==> src/rtl/branch_pkg.sv <==
// rtl/branch_pkg.sv - shared types and helpers for the branch prediction scheduler
package branch_pkg;

  typedef enum logic [1:0] {
    BEQ = 2'b00,
    BNE = 2'b01,
    BLT = 2'b10,
    BGE = 2'b11
  } op_e;

  typedef logic [1:0] ctr_t;

  localparam ctr_t CTR_SNT = 2'b00;
  localparam ctr_t CTR_WNT = 2'b01;
  localparam ctr_t CTR_WT  = 2'b10;
  localparam ctr_t CTR_ST  = 2'b11;

  function automatic logic branch_taken(input op_e op, input logic [3:0] a, input logic [3:0] b);
    logic t;
    case (op)
      BEQ:     t = (a == b);
      BNE:     t = (a != b);
      BLT:     t = (a < b);
      default: t = (a >= b);
    endcase
    return t;
  endfunction

  // Hysteresis: a taken branch from weak-not-taken jumps straight to strong-taken,
  // and any not-taken outcome except from strong-taken collapses to strong-not-taken.
  function automatic ctr_t ctr_next(input ctr_t ctr, input logic taken);
    ctr_t n;
    if (taken) begin
      n = (ctr == CTR_SNT) ? CTR_WNT : CTR_ST;
    end else begin
      n = (ctr == CTR_ST) ? CTR_WT : CTR_SNT;
    end
    return n;
  endfunction

endpackage

==> src/rtl/pred_fifo.sv <==
// rtl/pred_fifo.sv - in-order queue of issued predictions awaiting resolution
module pred_fifo #(
  parameter int WIDTH = 3,
  parameter int DEPTH = 4
) (
  input  logic                     clk,
  input  logic                     rst,
  input  logic                     push,
  input  logic [WIDTH-1:0]         push_data,
  input  logic                     pop,
  input  logic                     clear,
  output logic [WIDTH-1:0]         head_data,
  output logic [$clog2(DEPTH):0]   count
);

  localparam int PTR_W = $clog2(DEPTH);
  localparam int CNT_W = PTR_W + 1;

  logic [WIDTH-1:0] mem [DEPTH];
  logic [PTR_W-1:0] wr_ptr;
  logic [PTR_W-1:0] rd_ptr;

  always_ff @(posedge clk) begin
    if (push && !clear) begin
      mem[wr_ptr] <= push_data;
    end
  end

  // Pointers wrap naturally since DEPTH is a power of two; count tells full from empty.
  always_ff @(posedge clk) begin
    if (rst || clear) begin
      wr_ptr <= '0;
      rd_ptr <= '0;
      count  <= '0;
    end else begin
      if (push) wr_ptr <= wr_ptr + 1'b1;
      if (pop)  rd_ptr <= rd_ptr + 1'b1;
      count <= count + CNT_W'(push) - CNT_W'(pop);
    end
  end

  assign head_data = mem[rd_ptr];

endmodule

==> src/rtl/branch_pred_sched.sv <==
// rtl/branch_pred_sched.sv - 2-bit predictor table with in-order resolve queue
module branch_pred_sched
  import branch_pkg::*;
#(
  parameter int ENTRIES = 4,
  parameter int DEPTH   = 4,
  parameter int IDX_W   = $clog2(ENTRIES)
) (
  input  logic                     clk,
  input  logic                     rst,
  input  logic                     req_valid,
  input  logic [IDX_W-1:0]         req_idx,
  output logic                     req_ready,
  output logic                     pred_valid,
  output logic                     pred_taken,
  input  logic                     res_valid,
  input  logic [1:0]               res_op,
  input  logic [3:0]               res_a,
  input  logic [3:0]               res_b,
  output logic                     res_done,
  output logic                     res_taken,
  output logic                     mispredict,
  output logic                     res_err,
  input  logic                     flush,
  output logic [$clog2(DEPTH):0]   count
);

  localparam int CNT_W = $clog2(DEPTH) + 1;

  ctr_t             tbl [ENTRIES];
  logic             accept;
  logic             resolve;
  logic             taken;
  logic             req_pred;
  logic [IDX_W:0]   head_data;
  logic [IDX_W-1:0] head_idx;
  logic             head_pred;

  assign req_ready = (count < CNT_W'(DEPTH));
  assign accept    = req_valid && req_ready && !flush;
  assign resolve   = res_valid && (count != '0) && !flush;
  assign req_pred  = tbl[req_idx][1];
  assign taken     = branch_taken(op_e'(res_op), res_a, res_b);
  assign head_idx  = head_data[IDX_W:1];
  assign head_pred = head_data[0];

  pred_fifo #(
    .WIDTH (IDX_W + 1),
    .DEPTH (DEPTH)
  ) u_fifo (
    .clk       (clk),
    .rst       (rst),
    .push      (accept),
    .push_data ({req_idx, req_pred}),
    .pop       (resolve),
    .clear     (flush),
    .head_data (head_data),
    .count     (count)
  );

  // A same-cycle request reads the pre-update counter; there is no forwarding.
  always_ff @(posedge clk) begin
    if (rst) begin
      for (int i = 0; i < ENTRIES; i++) tbl[i] <= CTR_SNT;
    end else if (resolve) begin
      tbl[head_idx] <= ctr_next(tbl[head_idx], taken);
    end
  end

  always_ff @(posedge clk) begin
    if (rst) begin
      pred_valid <= 1'b0;
      pred_taken <= 1'b0;
      res_done   <= 1'b0;
      res_taken  <= 1'b0;
      mispredict <= 1'b0;
      res_err    <= 1'b0;
    end else begin
      pred_valid <= accept;
      pred_taken <= accept && req_pred;
      res_done   <= resolve;
      res_taken  <= resolve && taken;
      mispredict <= resolve && (taken ^ head_pred);
      res_err    <= res_valid && (count == '0) && !flush;
    end
  end

endmodule

==> config.mk <==
export PLATFORM = sky130hd
export DESIGN_NAME = branch_pred_sched
export DESIGN_NICKNAME = d
export VERILOG_FILES = /design/src/rtl/branch_pkg.sv /design/src/rtl/pred_fifo.sv /design/src/rtl/branch_pred_sched.sv
export SDC_FILE = /design/constraint.sdc
export NUM_CORES = 1
export LEC_CHECK = 0
export CORE_ASPECT_RATIO = 0.6
export CORE_MARGIN = 2
export CORE_UTILIZATION = 61
export CTS_CLUSTER_DIAMETER = 200
export CTS_CLUSTER_SIZE = 40
export DETAILED_ROUTE_END_ITERATION = 7
export DONT_BUFFER_PORTS = 1
export GPL_TIMING_DRIVEN = 0
export PLACE_DENSITY = 0.87
export SKIP_LAST_GASP = 1
export SLEW_MARGIN = 40
export SYNTH_ARGS = -nofsm -noshare
export SYNTH_HDL_FRONTEND = slang
export SYNTH_SLANG_ARGS = --single-unit
export TNS_END_PERCENT = 5
==> constraint.sdc <==
create_clock -name clk -period 3.1 [get_ports clk]
set_input_delay 0.62 -clock clk [delete_from_list [all_inputs] [get_ports clk]]
set_output_delay 0.62 -clock clk [all_outputs]
set_load 0.03 [all_outputs]
==> flow_metrics.py, run 1 <==
metrics = {
    "cts": {
        "cts_tree": "built",
        "cts_post_setup_buffers_inserted": 0,
        "htreeDepth": 2,
        "cts_resized": 0,
        "cts.sinks": 35,
        "cts_max_path_buffers": 2,
        "cts_inserted_buffers": 5,
        "clockRootBuffer": "clkbuf_8",
        "ctsHoldBuffers": 0,
        "clk_pin_slew_ns": 0.07,
        "clock_latency_ns": 0.29,
    },
    "min_path": {
        "worstHoldStart": "req_idx[1]",
        "holdPathEnd": "u_fifo.mem[0][2]$_DFFE_PP_",
        "hold_depth": 0,
        "hold_path.class": "primary input to flop",
    },
    "logic_synthesis": {
        "synth_top_area_share_pct": 35.5,
        "synthCells": 141,
        "ys_types": 37,
        "synth_top_area_cell": "edfxtp_1",
        "syn_area_per_cell_sq_um": 12.0,
        "ys_ff_latch": 35,
        "synth_seq_area_share_pct": 53.2,
        "syn-cell-area_sq_mm": 0.00169,
        "yosys_warnings": 0,
        "async_flop_share_pct": 0,
        "synth_top_flop_cell": "edfxtp_1",
        "synth_enable_flop_cells": 20,
        "synthTopCellsByArea": "edfxtp_1, dfxtp_1, ha_1, nor2_1, mux4_2",
        "syn_nets": 169,
    },
    "drt": {
        "drt_iter0_drc": 38,
        "wire_per_inst_microns": 16.3,
        "vias": 1049,
        "dr.pass1.iters": 4,
        "drt_drc_violations_left": 0,
        "ant_nets": 0,
        "wirelength_microns": 2950,
        "via_per_inst": 5.80,
    },
    "placed_design": {
        "post-place-cells": 173,
        "dp_hpwl_microns": 2300,
        "port_buffers": 0,
        "gp_congestion": 0.852,
    },
    "global_routing": {
        "grt_max_degree": 11,
        "overflow": 0,
        "grt_pass1_vias": 1066,
        "grt_usage_pct": 20.9,
        "antenna_found_initial": 0,
        "grt_pass1_wl_microns": 4740,
    },
    "finish": {
        "antennaDiodeCount": 0,
        "drive_gt1_share_pct": 10.7,
        "layout.cells.non_filler": 181,
        "num-nets-final": 176,
        "area_growth_pct": 7.16,
    },
    "status": {
        "status": "complete, no violations",
    },
    "setup_path": {
        "r2r-start": "u_fifo.count[2]$_SDFF_PP0_",
        "reg2reg_slack_ns": 0.57,
        "crit_chain": "or3_1 > nand2_1 > nor2_1 > ha_1 > inv_1 > ha_1 > inv_1 > fa_1 > xnor2_1 > xnor2_1 > nor2_1",
        "slowest_stage": "or3_1",
        "critPathLaunchType": "flop",
        "crit_required_ns": 3.27,
        "rr_endpoint": "u_fifo.count[2]$_SDFF_PP0_",
        "crit_arrival_ns": 2.69,
        "critPathKind": "flop to flop",
        "path_max_fanout": 5,
        "r2r_cells": 11,
        "slowest_delay_ns": 0.50,
        "endpoint_kind": "flop",
    },
    "sta": {
        "finalSetupViolations": 0,
        "min_period_ns": 2.53,
        "maxClockFrequency_mhz": 396,
        "worstMarginPinSlew_ns": 0.752,
        "drv_slew": 0,
        "fin_setup_tns_ns": 0,
        "fin_worst_skew_ns": 0.00655,
        "rsz0062_at_grt": "no",
        "timing_hold_violations_final": 0,
        "period_share_pct": 81.5,
        "slew_headroom_pct": 49.6,
    },
    "die": {
        "start_util_pct": 65.8,
        "die_h_microns": 44.8,
        "coreArea_sq_mm": 0.00257,
        "die_area_sq_mm": 0.00323,
        "ioPinCount": 27,
        "fp.dieW_microns": 72.0,
        "num_rows": 14,
    },
    "pwr": {
        "ir_drop_mv": 0.270,
        "power_density_mw_per_mm2": 501,
        "p_leak_nw": 0.708,
    },
    "run": {
        "cap_viol_max_count": 0,
    },
}
## cells in the final DEF (no fill, tap or decap), types with 2 or more instances in the layout
| master | count |
|---|---|
| mux2i_1 | 4 |
| nand2_1 | 3 |
| or3_1 | 2 |
| nand2b_1 | 2 |
| and2_1 | 6 |
| nand3_1 | 4 |
| clkbuf_1 | 3 |
| xor2_1 | 3 |
| mux2i_2 | 2 |
| mux4_2 | 3 |
| a21oi_1 | 3 |
| o31ai_1 | 4 |
| or2b_1 | 2 |
| nand3b_1 | 2 |
| and3_1 | 2 |
| xnor2_1 | 3 |
| nor2b_1 | 2 |
| clkbuf_8 | 5 |
| edfxtp_1 | 20 |
| nor2_1 | 18 |
| inv_1 | 13 |
| nand4_1 | 3 |
| ha_1 | 10 |
| dfxtp_1 | 15 |
## worst max-delay path, delay by kind of cell, from the launching register on
kind                       cells  cell delay, ns
adders and majority gates      3            0.77
buffers and inverters          2            0.11
and+or+nand+nor                4            0.74
DFF                            1            0.44
xor gates and xnor gates       2            0.34
## power by group
part	internal [W]	switching [W]
clock	0.000157	0.000155
combinational	0.0000341	0.0000475
sequential	0.000502	0.0000128
total	0.000694	0.000215
## per-stage QoR
| step | setup WS, ns | hold WS, ns | total power (W) | util [%] | area, sq um |
|---|---|---|---|---|---|
| after floorplan | 0.766 | 0.485 | 0.000590 | - | 1690 |
| after global placement | 0.510 | 0.503 | 0.000602 | 67.3 | 1730 |
| after detailed placement | 0.468 | 0.513 | 0.000607 | 67.3 | 1730 |
| after CTS | 0.532 | 0.419 | 0.000917 | 70.5 | 1820 |
| after global routing | 0.425 | 0.412 | 0.000944 | 70.5 | 1820 |
| final | 0.574 | 0.430 | 0.000909 | 70.5 | 1820 |
## worst max-delay path by stage
stage	startpoint	endpoint	slack [ns]	depth (start not counted)
2_1_floorplan	u_fifo.count[1]$_SDFF_PP0_	u_fifo.count[2]$_SDFF_PP0_	0.77	11
3_3_place_gp	res_b[1]	tbl[2][1]$_SDFFCE_PN0P_	0.51	7
3_5_place_dp	res_b[1]	tbl[0][1]$_SDFFCE_PN0P_	0.47	7
4_1_cts	u_fifo.count[2]$_SDFF_PP0_	u_fifo.count[2]$_SDFF_PP0_	0.53	11
5_1_grt	u_fifo.count[2]$_SDFF_PP0_	u_fifo.count[2]$_SDFF_PP0_	0.42	11
6_report	u_fifo.count[2]$_SDFF_PP0_	u_fifo.count[2]$_SDFF_PP0_	0.57	11
## cell type report
cell class	count	area, sq um
buffer	2	15.0
clock buffer	7	76.3
clock inverter	1	5.00
fill	186	759
inverter	13	48.8
multi-input combinational	91	729
sequential	35	901
tap	32	40.0
## kinds of logic (layout without fill, tap and decap cells)
family | after synthesis | after routing | share of synthesized area (%)
simple gates | 50 | 50 | 15.8
fa+ha+maj | 11 | 11 | 8.57
buf+inv | 15 | 23 | 3.77
xor+xnor | 6 | 6 | 3.10
flops | 35 | 35 | 53.2
compound gates | 14 | 14 | 6.06
mux | 10 | 10 | 9.53
## synthesized netlist by cell type (3+ instances only)
cell type	n
xor2_1	3
nor2_1	18
inv_1	13
xnor2_1	3
mux4_2	3
nand3_1	4
nand4_1	3
o31ai_1	4
and2_1	6
edfxtp_1	20
dfxtp_1	15
nand2_1	3
a21oi_1	3
mux2i_1	4
ha_1	10
## per-layer routing
layer | up-vias | GRT usage, % | wire, microns
met2 | 42 | 32.8 | 1250
met1 | 491 | 26.3 | 1390
met4 | 0 | 5.66 | 27
li1 | 514 | - | -
met3 | 2 | 10.5 | 275
met5 | - | 0 | 0
## flip-flops by register name, indices dropped and copies added, names as in the netlist, named ones only
register       count
res_err            1
res_taken          1
tbl                8
res_done           1
pred_valid         1
u_fifo.count       3
mispredict         1
u_fifo.rd_ptr      2
pred_taken         1
u_fifo.wr_ptr      2
u_fifo.mem        12
No activity file was read; power rests on OpenSTA's default activity.
==> run 2, diff against run 1 <==
clock period = 2.4 ns   (was 3.1 ns; I/O delays follow)
==> run 2 against run 1 <==
Compared with the run above:
- sequential share of layout area down 0.43 points
- via count up 1.6%
- die area unchanged
- design area up 1.9%
- flip-flop and latch count unchanged
- critical path type unchanged
- sequential power up 29%
- clock power up 29%
- wire length up 3.2%
- non-clock buffer count up 1
==> flow_metrics.py, run 2 (same netlist as run 1, synthesis figures left out) <==
metrics = {
    "drt": {
        "wire_per_inst_microns": 16.7,
        "vias": 1066,
        "drt_drc_violations_left": 0,
        "via_per_inst": 5.86,
        "drt_iter0_drc": 30,
        "wirelength_microns": 3040,
        "dr.pass1.iters": 4,
        "ant_nets": 0,
    },
    "sta": {
        "hold_ws_ns": 0.290,
        "drv_slew": 0,
        "maxClockFrequency_mhz": 433,
        "period_share_pct": 96.3,
        "finalSetupViolations": 0,
        "timing_hold_violations_final": 0,
        "slew_headroom_pct": 48.9,
        "worstMarginPinSlew_ns": 0.763,
        "rsz0062_at_grt": "yes",
        "min_period_ns": 2.31,
        "fin_worst_skew_ns": 0.00717,
        "postLayoutSetupSlackWorst_ns": 0.0893,
    },
    "finish": {
        "top_regs": "u_fifo.mem (12), tbl (8), u_fifo.count (3)",
        "antennaDiodeCount": 0,
        "layout.cells.non_filler": 182,
        "drive_gt1_share_pct": 16.0,
        "area_growth_pct": 9.16,
        "finalCoreUtilization_pct": 71.8,
        "fillerInstances": 179,
        "top_register": "u_fifo.mem",
        "register_area_sq_um": 910,
        "num-nets-final": 177,
        "largest_reg_flops": 12,
        "multi_input_area_sq_um": 747,
        "layout_commonest_cell": "edfxtp_1",
        "final_cell_mix": "edfxtp_1, nor2_1, inv_1",
    },
    "die": {
        "coreArea_sq_mm": 0.00257,
        "ioPinCount": 27,
        "num_rows": 14,
        "die_h_microns": 44.8,
        "die_area_sq_mm": 0.00323,
        "fp.dieW_microns": 72.0,
        "start_util_pct": 65.8,
    },
    "placed_design": {
        "post-place-cells": 173,
        "dp_hpwl_microns": 2300,
        "gp_congestion": 0.852,
        "post-place-ws_ns": -0.160,
        "port_buffers": 0,
    },
    "status": {
        "status": "complete, no violations",
    },
    "pwr": {
        "p_sw_w": 0.000281,
        "p_seq_share_pct": 56.3,
        "comb_power_share_pct": 9.5,
        "p_leak_nw": 0.715,
        "switching_share_pct": 23.8,
        "power_w": 0.00118,
        "ir_drop_mv": 0.353,
        "clockPowerShare_pct": 34.2,
        "power_density_mw_per_mm2": 638,
        "p_int_w": 0.000900,
    },
    "cts": {
        "cts_tree": "built",
        "clk_pin_slew_ns": 0.07,
        "ctsHoldBuffers": 0,
        "cts_max_path_buffers": 2,
        "cts.sinks": 35,
        "htreeDepth": 2,
        "cts_inserted_buffers": 5,
        "clockRootBuffer": "clkbuf_8",
        "clock_latency_ns": 0.29,
    },
    "min_path": {
        "hold_path.class": "primary input to flop",
        "hold_depth": 0,
    },
    "run": {
        "cap_viol_max_count": 0,
    },
    "global_routing": {
        "overflow": 0,
        "grt_max_degree": 11,
        "grt_pass1_wl_microns": 4820,
        "grt_usage_pct": 21.4,
        "grt_pass1_vias": 1070,
        "antenna_found_initial": 0,
    },
    "setup_path": {
        "critPathLaunchType": "flop",
        "r2r_cells": 11,
        "endpoint_kind": "flop",
        "critPathKind": "flop to flop",
        "crit_arrival_ns": 2.47,
        "crit_required_ns": 2.56,
        "path_max_fanout": 4,
    },
}
## run 2: final cells by class
cell class	count	area share (%)
Buffer	2	0.812
Clock buffer	7	4.13
Clock inverter	1	0.271
Inverter	13	2.64
Multi-Input combinational cell	91	40.4
Sequential cell	35	49.2
Tap cell	32	2.17
Timing Repair Buffer	1	0.406
## run 2: through the flow
step | setup TNS, ns | area, sq um
finish | 0 | 1850
global route | -0.0167 | 1850
CTS | 0 | 1830
detailed placement | -0.564 | 1730
global placement | -0.220 | 1730
floorplan | 0 | 1690
## run 2: timing repair
item,in CTS,in global routing
gates resized for setup,5,4
setup endpoints to repair,1,1
endpoints found under the hold margin,0,0
buffers inserted,0,1
pin swaps,0,2
## run 2: power by group through the flow
stage	sequential (W)	combinational, W	clock [W]
floorplan	0.000676	0.0000856	0
global route	0.000666	0.000125	0.000435
global placement	0.000678	0.0000994	0
detailed placement	0.000679	0.000105	0
CTS	0.000665	0.000107	0.000413
finish	0.000664	0.000112	0.000404
## run 2: path summary, 6_finish.rpt
check,from,endpoint,slack (ns)
min reg2reg,u_fifo.rd_ptr[1]$_SDFFE_PP0P_,u_fifo.rd_ptr[1]$_SDFFE_PP0P_,0.53
min,req_idx[0],u_fifo.mem[2][1]$_DFFE_PP_,0.29
max reg2reg,u_fifo.count[1]$_SDFF_PP0_,u_fifo.count[2]$_SDFF_PP0_,0.09
max,u_fifo.count[1]$_SDFF_PP0_,u_fifo.count[2]$_SDFF_PP0_,0.09
## run 2: worst max-delay path, stage by stage (launching register included)
cell and delay (ns):
dfxtp_4 0.40, or3_4 0.41, nand2_2 0.09, nor2_1 0.05, ha_1 0.27, inv_1 0.06, ha_1 0.14, inv_1 0.05
fa_2 0.35, xnor2_2 0.18, xnor2_1 0.13, nor2_1 0.06
## run 2: layer usage
metal,global-route usage [%],vias to the layer above,routed length (microns)
met2,34.6,47,1340
met4,5.66,0,27
met5,0,-,0
li1,-,516,-
met1,26.1,501,1400
met3,10.5,2,269
